**config.mk**
```make
export PLATFORM = sky130hd
export DESIGN_NAME = uart_axi_lite_regs
export DESIGN_NICKNAME = d
export VERILOG_FILES = /design/src/rtl/uart_axi_lite_regs.sv
export SDC_FILE = /design/constraint.sdc
export NUM_CORES = 1
export LEC_CHECK = 0
export ABC_AREA = 1
export ABC_CLOCK_PERIOD_IN_PS = 2650
export CORE_ASPECT_RATIO = 2
export CORE_UTILIZATION = 40
export CTS_BUF_LIST = sky130_fd_sc_hd__clkbuf_4 sky130_fd_sc_hd__clkbuf_8
export DETAILED_ROUTE_END_ITERATION = 6
export GPL_ROUTABILITY_DRIVEN = 0
export PLACE_DENSITY = 0.66
export SETUP_SLACK_MARGIN = 0.15
export SLEW_MARGIN = 20
export SYNTH_ARGS = -nofsm -noshare
export SYNTH_HDL_FRONTEND = slang
export SYNTH_SLANG_ARGS = --single-unit
```
**constraint.sdc**
```tcl
create_clock -name clk -period 2.65 [get_ports clk]
set_input_delay 0.3975 -clock clk [delete_from_list [all_inputs] [get_ports clk]]
set_output_delay 0.3975 -clock clk [all_outputs]
set_load 0.005 [all_outputs]
```
**src/rtl/uart_axi_lite_regs.sv**
```systemverilog
// AXI-lite register front-end for the UART: DATA/STATUS/CTRL decode plus a TX byte FIFO
// that drains to the serializer over a valid/ready byte stream.
module uart_axi_lite_regs #(
  parameter int         AXI_ADDR_W = 32,
  parameter int         AXI_DATA_W = 32,
  parameter int         FIFO_DEPTH = 16,
  parameter logic [7:0] OFS_DATA   = 8'h00,
  parameter logic [7:0] OFS_STATUS = 8'h04,
  parameter logic [7:0] OFS_CTRL   = 8'h08
) (
  input  logic                  clk,
  input  logic                  reset_n,
  input  logic [AXI_ADDR_W-1:0] s_awaddr,
  input  logic                  s_awvalid,
  output logic                  s_awready,
  input  logic [AXI_DATA_W-1:0] s_wdata,
  input  logic                  s_wvalid,
  output logic                  s_wready,
  output logic [1:0]            s_bresp,
  output logic                  s_bvalid,
  input  logic                  s_bready,
  input  logic [AXI_ADDR_W-1:0] s_araddr,
  input  logic                  s_arvalid,
  output logic                  s_arready,
  output logic [AXI_DATA_W-1:0] s_rdata,
  output logic [1:0]            s_rresp,
  output logic                  s_rvalid,
  input  logic                  s_rready,
  output logic [7:0]            tx_data,
  output logic                  tx_valid,
  input  logic                  tx_ready
);

  localparam int         IDX_W       = $clog2(FIFO_DEPTH);
  localparam int         PTR_W       = IDX_W + 1;
  localparam logic [1:0] RESP_OKAY   = 2'b00;
  localparam logic [1:0] RESP_SLVERR = 2'b10;

  typedef enum logic [1:0] {SEL_DATA, SEL_STATUS, SEL_CTRL, SEL_NONE} reg_sel_e;

  function automatic reg_sel_e decode(input logic [7:0] ofs);
    if (ofs == OFS_DATA)   return SEL_DATA;
    if (ofs == OFS_STATUS) return SEL_STATUS;
    if (ofs == OFS_CTRL)   return SEL_CTRL;
    return SEL_NONE;
  endfunction

  logic                  aw_held, w_held;
  logic [7:0]            waddr_q, wdata_q;
  logic                  enable, overflow;
  logic [PTR_W-1:0]      wr_ptr, rd_ptr, rd_ptr_nxt, count;
  logic [7:0]            mem [FIFO_DEPTH];
  logic [7:0]            head_nxt;
  logic                  full, empty, push, pop, flush, wr_exec;
  reg_sel_e              wr_sel, rd_sel;
  logic [1:0]            wr_resp, rd_resp;
  logic [AXI_DATA_W-1:0] rd_data;
  logic                  unused_bits;

  // Only the low address byte is decoded and only the low data byte is ever stored.
  assign unused_bits = ^{s_awaddr[AXI_ADDR_W-1:8], s_araddr[AXI_ADDR_W-1:8],
                         s_wdata[AXI_DATA_W-1:8]};

  assign s_awready = !aw_held;
  assign s_wready  = !w_held;
  assign s_arready = !s_rvalid;

  assign count    = wr_ptr - rd_ptr;
  assign full     = (count == PTR_W'(FIFO_DEPTH));
  assign empty    = (wr_ptr == rd_ptr);
  assign tx_valid = !empty && enable;

  assign wr_exec = aw_held && w_held && !s_bvalid;
  assign wr_sel  = decode(waddr_q);
  assign rd_sel  = decode(s_araddr[7:0]);
  assign push    = wr_exec && (wr_sel == SEL_DATA) && !full;
  assign flush   = wr_exec && (wr_sel == SEL_CTRL) && wdata_q[1];
  assign pop     = tx_valid && tx_ready;
  assign wr_resp = ((wr_sel == SEL_NONE) || ((wr_sel == SEL_DATA) && full)) ? RESP_SLVERR
                                                                           : RESP_OKAY;

  // NOTE: state registers use non-blocking assignments so every flop samples pre-edge values.
  always_ff @(posedge clk or negedge reset_n) begin
    if (!reset_n) begin
      aw_held  <= 1'b0;
      w_held   <= 1'b0;
      waddr_q  <= '0;
      wdata_q  <= '0;
      s_bvalid <= 1'b0;
      s_bresp  <= RESP_OKAY;
    end else begin
      if (s_awvalid && s_awready) begin
        aw_held <= 1'b1;
        waddr_q <= s_awaddr[7:0];
      end
      if (s_wvalid && s_wready) begin
        w_held  <= 1'b1;
        wdata_q <= s_wdata[7:0];
      end
      if (wr_exec) begin
        s_bvalid <= 1'b1;
        s_bresp  <= wr_resp;
      end else if (s_bvalid && s_bready) begin
        s_bvalid <= 1'b0;
        aw_held  <= 1'b0;
        w_held   <= 1'b0;
      end
    end
  end

  always_ff @(posedge clk or negedge reset_n) begin
    if (!reset_n) begin
      enable   <= 1'b1;
      overflow <= 1'b0;
    end else if (wr_exec) begin
      if ((wr_sel == SEL_DATA) && full) overflow <= 1'b1;
      if (wr_sel == SEL_CTRL) begin
        enable <= wdata_q[0];
        if (wdata_q[2]) overflow <= 1'b0;
      end
    end
  end

  // NOTE: every always_comb output gets a default first so no path can infer a latch.
  always_comb begin
    rd_ptr_nxt = rd_ptr;
    if (flush)    rd_ptr_nxt = wr_ptr;
    else if (pop) rd_ptr_nxt = rd_ptr + PTR_W'(1);
    // Bypass the array when the incoming byte becomes the new head, so there is no bubble.
    head_nxt = (push && (wr_ptr == rd_ptr_nxt)) ? wdata_q : mem[rd_ptr_nxt[IDX_W-1:0]];
  end

  always_ff @(posedge clk or negedge reset_n) begin
    if (!reset_n) begin
      wr_ptr  <= '0;
      rd_ptr  <= '0;
      tx_data <= '0;
    end else begin
      if (push) wr_ptr <= wr_ptr + PTR_W'(1);
      rd_ptr  <= rd_ptr_nxt;
      tx_data <= head_nxt;
    end
  end

  // NOTE: the storage array has no reset; the pointers alone define which entries are live.
  always_ff @(posedge clk) begin
    if (push) mem[wr_ptr[IDX_W-1:0]] <= wdata_q;
  end

  always_comb begin
    rd_data = '0;
    rd_resp = RESP_OKAY;
    case (rd_sel)
      SEL_STATUS: begin
        rd_data[0]    = full;
        rd_data[1]    = empty;
        rd_data[2]    = overflow;
        rd_data[3]    = enable;
        rd_data[15:8] = 8'(count);
      end
      SEL_CTRL: rd_data[0] = enable;
      SEL_NONE: rd_resp = RESP_SLVERR;
      default:  rd_data = '0;
    endcase
  end

  always_ff @(posedge clk or negedge reset_n) begin
    if (!reset_n) begin
      s_rvalid <= 1'b0;
      s_rdata  <= '0;
      s_rresp  <= RESP_OKAY;
    end else if (s_arvalid && s_arready) begin
      s_rvalid <= 1'b1;
      s_rdata  <= rd_data;
      s_rresp  <= rd_resp;
    end else if (s_rvalid && s_rready) begin
      s_rvalid <= 1'b0;
    end
  end

endmodule
```
==> results of run 1 <==
[cells in the final DEF, fill, tap and decap left out, types with 2 or more instances in the layout]
master	Yosys	final
clkbuf_8	0	17
ha_4	0	4
bufinv_16	0	4
a21oi_1	8	7
clkdlybuf4s50_1	0	54
nand2_2	8	33
inv_1	141	135
conb_1	1	25
buf_4	29	36
nand3_1	174	139
edfxtp_1	128	128
xor2_1	9	8
nand2_8	1	3
nor3_1	2	2
nand4_1	3	3
clkinv_2	0	2
clkinvlp_4	0	5
nor2_4	2	19
clkbuf_16	0	3
dfrtp_1	50	50
nor2_1	34	16
inv_6	0	4
buf_6	6	2
inv_2	5	9
nand3_4	1	8
mux2_2	13	13
nand3_2	3	31
o21ai_4	2	3
ha_1	12	8
nor4_1	2	2
buf_12	0	22
nand2_1	143	110
o21ai_0	13	13
nand3b_1	24	24
nor2_2	2	3
o21ai_2	1	2
nand2_4	5	11
buf_8	0	2
buf_16	0	2
[worst max-delay path by stage]
stage / from / to / slack (ns) / cells past startpoint
2_1_floorplan: wr_ptr[0]$_DFFE_PN0P_ / mem[10][0]$_DFFE_PP_ / 0.15 / 12
3_3_place_gp: wr_ptr[0]$_DFFE_PN0P_ / mem[13][3]$_DFFE_PP_ / 0.03 / 12
3_5_place_dp: wr_ptr[0]$_DFFE_PN0P_ / mem[5][4]$_DFFE_PP_ / -0.02 / 12
4_1_cts: rd_ptr[1]$_DFF_PN0_ / tx_data[5]$_DFF_PN0_ / 0.14 / 17
5_1_grt: wr_ptr[0]$_DFFE_PN0P_ / tx_data[3]$_DFF_PN0_ / 0.07 / 18
6_report: wr_ptr[3]$_DFFE_PN0P_ / tx_data[0]$_DFF_PN0_ / 0.13 / 16
[cells in the mapped netlist]
cell type,number
nand3_2,3
o21ai_4,2
nand2_1,143
inv_1,141
nor2_2,2
nor4_1,2
buf_6,6
ha_1,12
nor2_4,2
o21ai_0,13
nand3_1,174
nor2_1,34
buf_2,16
nand3_4,1
dfstp_2,1
clkinv_1,1
nand4_2,2
mux2_2,13
nand3b_1,24
a21oi_1,8
dfrtp_1,50
a31oi_1,1
nand2_4,5
xor2_1,9
edfxtp_1,128
inv_2,5
o31ai_1,1
o21ai_1,3
clkbuf_1,3
o21ai_2,1
nor3_2,1
xnor2_1,1
nand4_1,3
fa_1,1
nor3_1,2
nand2_2,8
conb_1,1
buf_4,29
a22oi_1,1
nand2_8,1
[registers in the layout, summed over array words and instances (netlist names), 5 cells and up]
register,count
rd_ptr,5
waddr_q,8
s_rdata,9
wdata_q,8
wr_ptr,5
mem,128
tx_data,8
[stage by stage]
step                      instances  setup WS (ns)
after detailed placement       1193       -0.02060
after global routing           1248        0.07170
after CTS                      1238         0.1362
after floorplan                 878         0.1492
final                          1248         0.1345
after global placement         1193        0.02868
[worst reg2reg max path, cell delays in order (launching register included)]
cell     delay [ns]
dfrtp_1        0.46
ha_4           0.31
nand2_4        0.05
nor2_4         0.13
nand2_4        0.09
nand3_4        0.14
nand2_4        0.09
nand3_4        0.15
buf_12         0.14
buf_16         0.16
nand3_1        0.10
nand3_1        0.10
nand3_1        0.10
nand3_1        0.16
nand2_1        0.09
nand2_2        0.08
nand2_2        0.06
[power breakdown]
group          switching (µW)  internal [µW]
logic                    3150           2230
registers                 516           3580
clock network            1020           1030
[final cells by class]
cell class,count,area [µm²]
clock buffer,17,234.0
clock inverter,15,202.7
fill,1771,9940
inverter,147,559.3
multi-input combinational,498,3273
sequential,179,5121
tap,269,336.6
timing repair buffer,123,1448
[logic make-up (layout without fill, tap and decap cells)]
family / after synthesis / in the layout / synth area share, %
flops: 179 / 179 / 59.27
compound gates: 30 / 30 / 2.114
mux: 13 / 13 / 1.694
simple gates: 407 / 407 / 23.15
buf+inv: 201 / 302 / 10.74
xor+xnor: 10 / 10 / 1.014
other cells: 1 / 25 / 0.04340
fa+ha+maj: 13 / 13 / 1.969
[what timing repair did]
action,4_1_cts,5_1_grt
resized for setup,30,88
setup endpoints to repair,138,117
pin swaps,16,38
buffers inserted,11,7
gates cloned,2,3
[layer usage]
metal / global-route usage, % / routed length (µm) / up-vias
met5: 0 / 0 / -
met4: 14.75 / 1620 / 0
met3: 3.944 / 747 / 76
met2: 39.73 / 12810 / 226
met1: 18.68 / 7372 / 3086
li1: - / - / 2993
==> out/summary.txt, run 1 <==
Layout cell share with drive strength beyond 1 - 25.33%
Util after Layout - 52.92%
DRC viols - 0
Final hold vios - 0
Top cell type's share of synthesized area - 44.48%
Post-DRT Antenna Nets - 0
I/O Buffers - 56
Clock sinks - 179
Diode count - 0
Reg2reg end - tx_data[0]$_DFF_PN0_
CTS tree - built
Final Cell Area - 11170 µm²
Worst-Margin Slew - 0.8884 ns
Via-to-Cell Ratio - 5.113
Crit path cell chain - ha_4 > nand2_4 > nor2_4 > nand2_4 > nand3_4 > nand2_4 > nand3_4 > buf_12 > buf_16 > nand3_1 > nand3_1 > nand3_1 > nand3_1 > nand2_1 > nand2_2 > nand2_2
Chip height - 209.9 µm
Clk Latency, worst-skew pair - 0.48 ns
Peak supply drop - 0.0005336 V
NumNets Final - 1083
Cts hold-fix bufs - 0
P_leak - 0.004740 µW
Register area share after synthesis - 59.27%
Worst EP arrival - 2.88 ns
Yosys reg bits - 179
Area leader, netlist - edfxtp_1
Delay-heaviest family, CP - simple AND/OR/NAND/NOR gates
Starting density of the core - 40.92%
Syn avg cell area - 10.12 µm²
Mapped Area - 8641 µm²
Maxcap violations - 0
Crit path launch type - flop
Global route overflow - 0
Worst-path clk slew - 0.09 ns
Vias - 6381
Final Cycle Share - 94.92%
Netlist cell types - 40
Total power - 11530 µW
Reg2Reg Setup Slack - 0.13 ns
Initial antenna violation count - 0
RSZ-0062 raised after global routing - yes
YS warnings - 0
Row cnt - 75
Setup violations, final - 0
Crit path max-delay cell type - dfrtp_1
WL final - 22550 µm
Synth area leaders - edfxtp_1 (44%), dfrtp_1 (14%), nand3_1 (10%), nand2_1 (6.2%), inv_1 (6.1%)
Vias in the first global route - 6207
Status - finished clean
Maximum number of pins on one net before global-route repair - 57
Ports - 154
DIE WIDTH - 105.9 µm
Delay of the slowest critical-path stage - 0.46 ns
HP Class - in -> async
Worst path buffer plus inverter count - 2
H-Tree Depth - 4
First-pass GRT wire length - 33260 µm
Critical Path End Type - flop
Largest buffer count on any clock path - 2
R2R depth - 16
DR pass1 iterations - 4
Fmax - 0.3975 GHz
CORE AREA - 21110 µm²
Placed Area - 9859 µm²
Wirelength per Cell - 18.07 µm
WHS - 0.02810 ns
Crit Path Category - reg -> reg
Worst Path Max Fanout - 22
RR Startpoint - wr_ptr[3]$_DFFE_PN0P_
First DRT Iteration DRCs - 394
Worst path most repeated cell - nand3_1
Fin. max-slew vios - 0
Clock root cell - clkbuf_8
Relative slew slack - 40.78%
Inserted Clock Buffers - 17
Worst endpoint required time - 3.02 ns
Cells after Synth - 854
Clk_skew - 0.01384 ns
Crit path time final - 2.515 ns
Area growth syn-to-layout - 29.32%
Area of the die - 22230 µm²
Total GRT Usage - 20.65%
Power Density - 1032 nW/µm²
DP Wirelength - 15010 µm
Final TNS setup - 0 ns
Power figures use the tool's default switching activity.
==> run 2, diff against run 1 <==
- CAP_MARGIN: unset -> 5
==> results of run 2 <==
No change in the layout: final DEF, timing and power equal those of run 1.
==> run 3, diff against run 2 <==
- PLACE_DENSITY: 0.66 -> 0.72
==> run 3 against run 2 <==
Cell area down 1.4%; highest routed layer unchanged; clock skew grew 0.0022 ns; fmax down 2.8%; core utilization decreased by 0.75 points; clock-buffer cell count did not move; sequential cell count did not move; final cell count barely moved.
==> out/summary.txt, run 3 (synthesized netlist as in run 1, its figures left out) <==
Status - finished clean (unchanged)
Post-DRT Antenna Nets - 0 (unchanged)
Critical Path End Type - flop (unchanged)
Row cnt - 75 (unchanged)
Flip-flop and latch area - 5121 µm² (unchanged)
Crit path cell chain - ha_4 > nand2_4 > nor2_4 > nand2_4 > nand3_4 > nand2_2 > nand2_1 > nand2_2 > nand2_4 > inv_4 > buf_12 > nand3_1 > nand3_1 > nand3_1 > nand2_1 > nand2_2 > nand2_1 (was ha_4 > nand2_4 > nor2_4 > nand2_4 > nand3_4 > nand2_4 > nand3_4 > buf_12 > buf_16 > nand3_1 > nand3_1 > nand3_1 > nand3_1 > nand2_1 > nand2_2 > nand2_2)
Worst Setup SP - wr_ptr[3]$_DFFE_PN0P_ (unchanged)
Worst EP arrival - 2.95 ns (was 2.88 ns)
Worst-path clk slew - 0.10 ns (was 0.09 ns)
Wirelength per Cell - 18.98 µm (was 18.07 µm)
WL final - 23670 µm (was 22550 µm)
RR Startpoint - wr_ptr[3]$_DFFE_PN0P_ (unchanged)
Crit path time final - 2.587 ns (was 2.515 ns)
Delay-heaviest family, CP - simple AND/OR/NAND/NOR gates (unchanged)
First-pass GRT wire length - 34580 µm (was 33260 µm)
Relative slew slack - 35.15% (was 40.78%)
Commonest non-fill, non-tap cell in the layout - nand3_1 (unchanged)
DP Wirelength - 15000 µm (was 15010 µm)
Clk_skew - 0.01607 ns (was 0.01384 ns)
Largest buffer count on any clock path - 2 (unchanged)
Worst Path Max Fanout - 18 (was 22)
Setup violations, final - 0 (unchanged)
CORE AREA - 21110 µm² (unchanged)
Multi-input gate area - 3217 µm² (was 3273 µm²)
Clk Latency, worst-skew pair - 0.49 ns (was 0.48 ns)
Diode count - 0 (unchanged)
Maxcap violations - 0 (unchanged)
Area growth syn-to-layout - 27.50% (was 29.32%)
Reg2Reg Setup Slack - 0.06 ns (was 0.13 ns)
Crit path launch type - flop (unchanged)
Area of the die - 22230 µm² (unchanged)
Maximum number of pins on one net before global-route repair - 57 (unchanged)
I/O Buffers - 56 (unchanged)
R2R depth - 17 (was 16)
Vias in the first global route - 6397 (was 6207)
Delay of the slowest critical-path stage - 0.45 ns (was 0.46 ns)
Global route overflow - 0 (unchanged)
Final hold vios - 0 (unchanged)
DR pass1 iterations - 5 (was 4)
Final Cell Area - 11020 µm² (was 11170 µm²)
Layout cell share with drive strength beyond 1 - 23.42% (was 25.33%)
P_leak - 0.004696 µW (was 0.004740 µW)
Inserted Clock Buffers - 17 (unchanged)
Peak supply drop - 0.0006101 V (was 0.0005336 V)
Post-route non-filler standard cell count - 1247 (was 1248)
NumNets Final - 1082 (was 1083)
Power Density - 1035 nW/µm² (was 1032 nW/µm²)
H-Tree Depth - 4 (unchanged)
HP Class - in -> async (unchanged)
Ports - 154 (unchanged)
CTS tree - built (unchanged)
Initial antenna violation count - 0 (unchanged)
WP depth - 17 (was 16)
Starting density of the core - 40.92% (unchanged)
Crit Path Category - reg -> reg (unchanged)
RSZ-0062 raised after global routing - yes (unchanged)
Worst endpoint required time - 3.02 ns (about the same)
Vias - 6505 (was 6381)
WHS - 0.3580 ns (was 0.02810 ns)
Worst-Margin Slew - 0.9728 ns (was 0.8884 ns)
DRC viols - 0 (unchanged)
Reg2reg end - tx_data[6]$_DFF_PN0_ (was tx_data[0]$_DFF_PN0_)
Via-to-Cell Ratio - 5.217 (was 5.113)
Placed Area - 9749 µm² (was 9859 µm²)
Fillers - 1775 (was 1771)
Clock root cell - clkbuf_8 (unchanged)
DIE WIDTH - 105.9 µm (unchanged)
Most frequent cells in the layout - nand3_1 (149), inv_1 (135), edfxtp_1 (128) (was nand3_1 (139), inv_1 (135), edfxtp_1 (128))
Chip height - 209.9 µm (unchanged)
First DRT Iteration DRCs - 507 (was 394)
Crit path max-delay cell type - dfrtp_1 (unchanged)
Clock sinks - 179 (unchanged)
CP endpoint - tx_data[6]$_DFF_PN0_ (was tx_data[0]$_DFF_PN0_)
Fin. max-slew vios - 0 (unchanged)
Max reg flops - 128 (unchanged)
Worst path buffer plus inverter count - 2 (unchanged)
Post-placement cell count - 1185 (was 1193)
Fmax - 0.3866 GHz (was 0.3975 GHz)
Total GRT Usage - 21.37% (was 20.65%)
Final Cycle Share - 97.61% (was 94.92%)
==> run 3: worst min-delay path by stage <==
stage / slack (ns) / depth (start not counted) / to
floorplan: 0.10 / 0 / aw_held$_DFF_PN0_
global placement: 0.34 / 1 / tx_data[7]$_DFF_PN0_
detailed placement: 0.34 / 1 / tx_data[7]$_DFF_PN0_
CTS: 0.34 / 2 / s_rdata[11]$_DFFE_PN0P_
global route: 0.37 / 2 / s_rdata[11]$_DFFE_PN0P_
finish: 0.36 / 2 / s_rdata[3]$_DFFE_PN0P_
==> run 3: per-layer routing <==
layer / up-vias / GRT usage (%) / part of all wire (%)
met2: 297 / 40.23 / 56
met5: - / 0 / 0
met4: 0 / 17.39 / 8.1
met3: 101 / 3.261 / 5.1
met1: 3111 / 19.79 / 31
li1: 2996 / - / -
==> run 3: metrics by stage <==
step / utilization (%) / total power [µW] / setup TNS [ns] / setup WS, ns
3_3_place_gp: 46.17 / 8083 / 0 / 0.01688
5_1_grt: 52.18 / 11910 / 0 / 0.02704
4_1_cts: 49.79 / 10460 / 0 / 0.1521
3_5_place_dp: 46.17 / 8159 / -0.4027 / -0.01824
6_report: 52.18 / 11400 / 0 / 0.06321
2_1_floorplan: - / 6325 / 0 / 0.1492
==> run 3: what timing repair did <==
action                     4_1_cts  5_1_grt
setup endpoints to repair      138      137
hold buffers                     1        0
hold endpoints to repair        16        0
pin swaps                       14       26
setup buffers                    9       10
resized for setup               38       67
cloned                           3        7
==> run 3: layout make-up <==
| class | instances | share of cell area [%] |
|---|---|---|
| sequential | 179 | 46.49 |
| timing repair buffer | 121 | 12.48 |
| multi-input combinational | 499 | 29.20 |
| clock inverter | 15 | 1.454 |
| inverter | 147 | 5.202 |
| clock buffer | 17 | 2.124 |
| tap | 269 | 3.055 |
==> run 3: worst reg2reg max path: cells and delay by family (launching register included) <==
family | cells | cell delay, ns
buf+inv | 2 | 0.25
fa+ha+maj | 1 | 0.31
simple gates | 14 | 1.44
flops | 1 | 0.45
==> run 3: where the power goes <==
part	internal (µW)	switching, µW	leakage (µW)
logic	2210	3180	0.00273
registers	3580	551	0.00177
clock network	784	1100	0.000196
total	6580	4830	0.00470
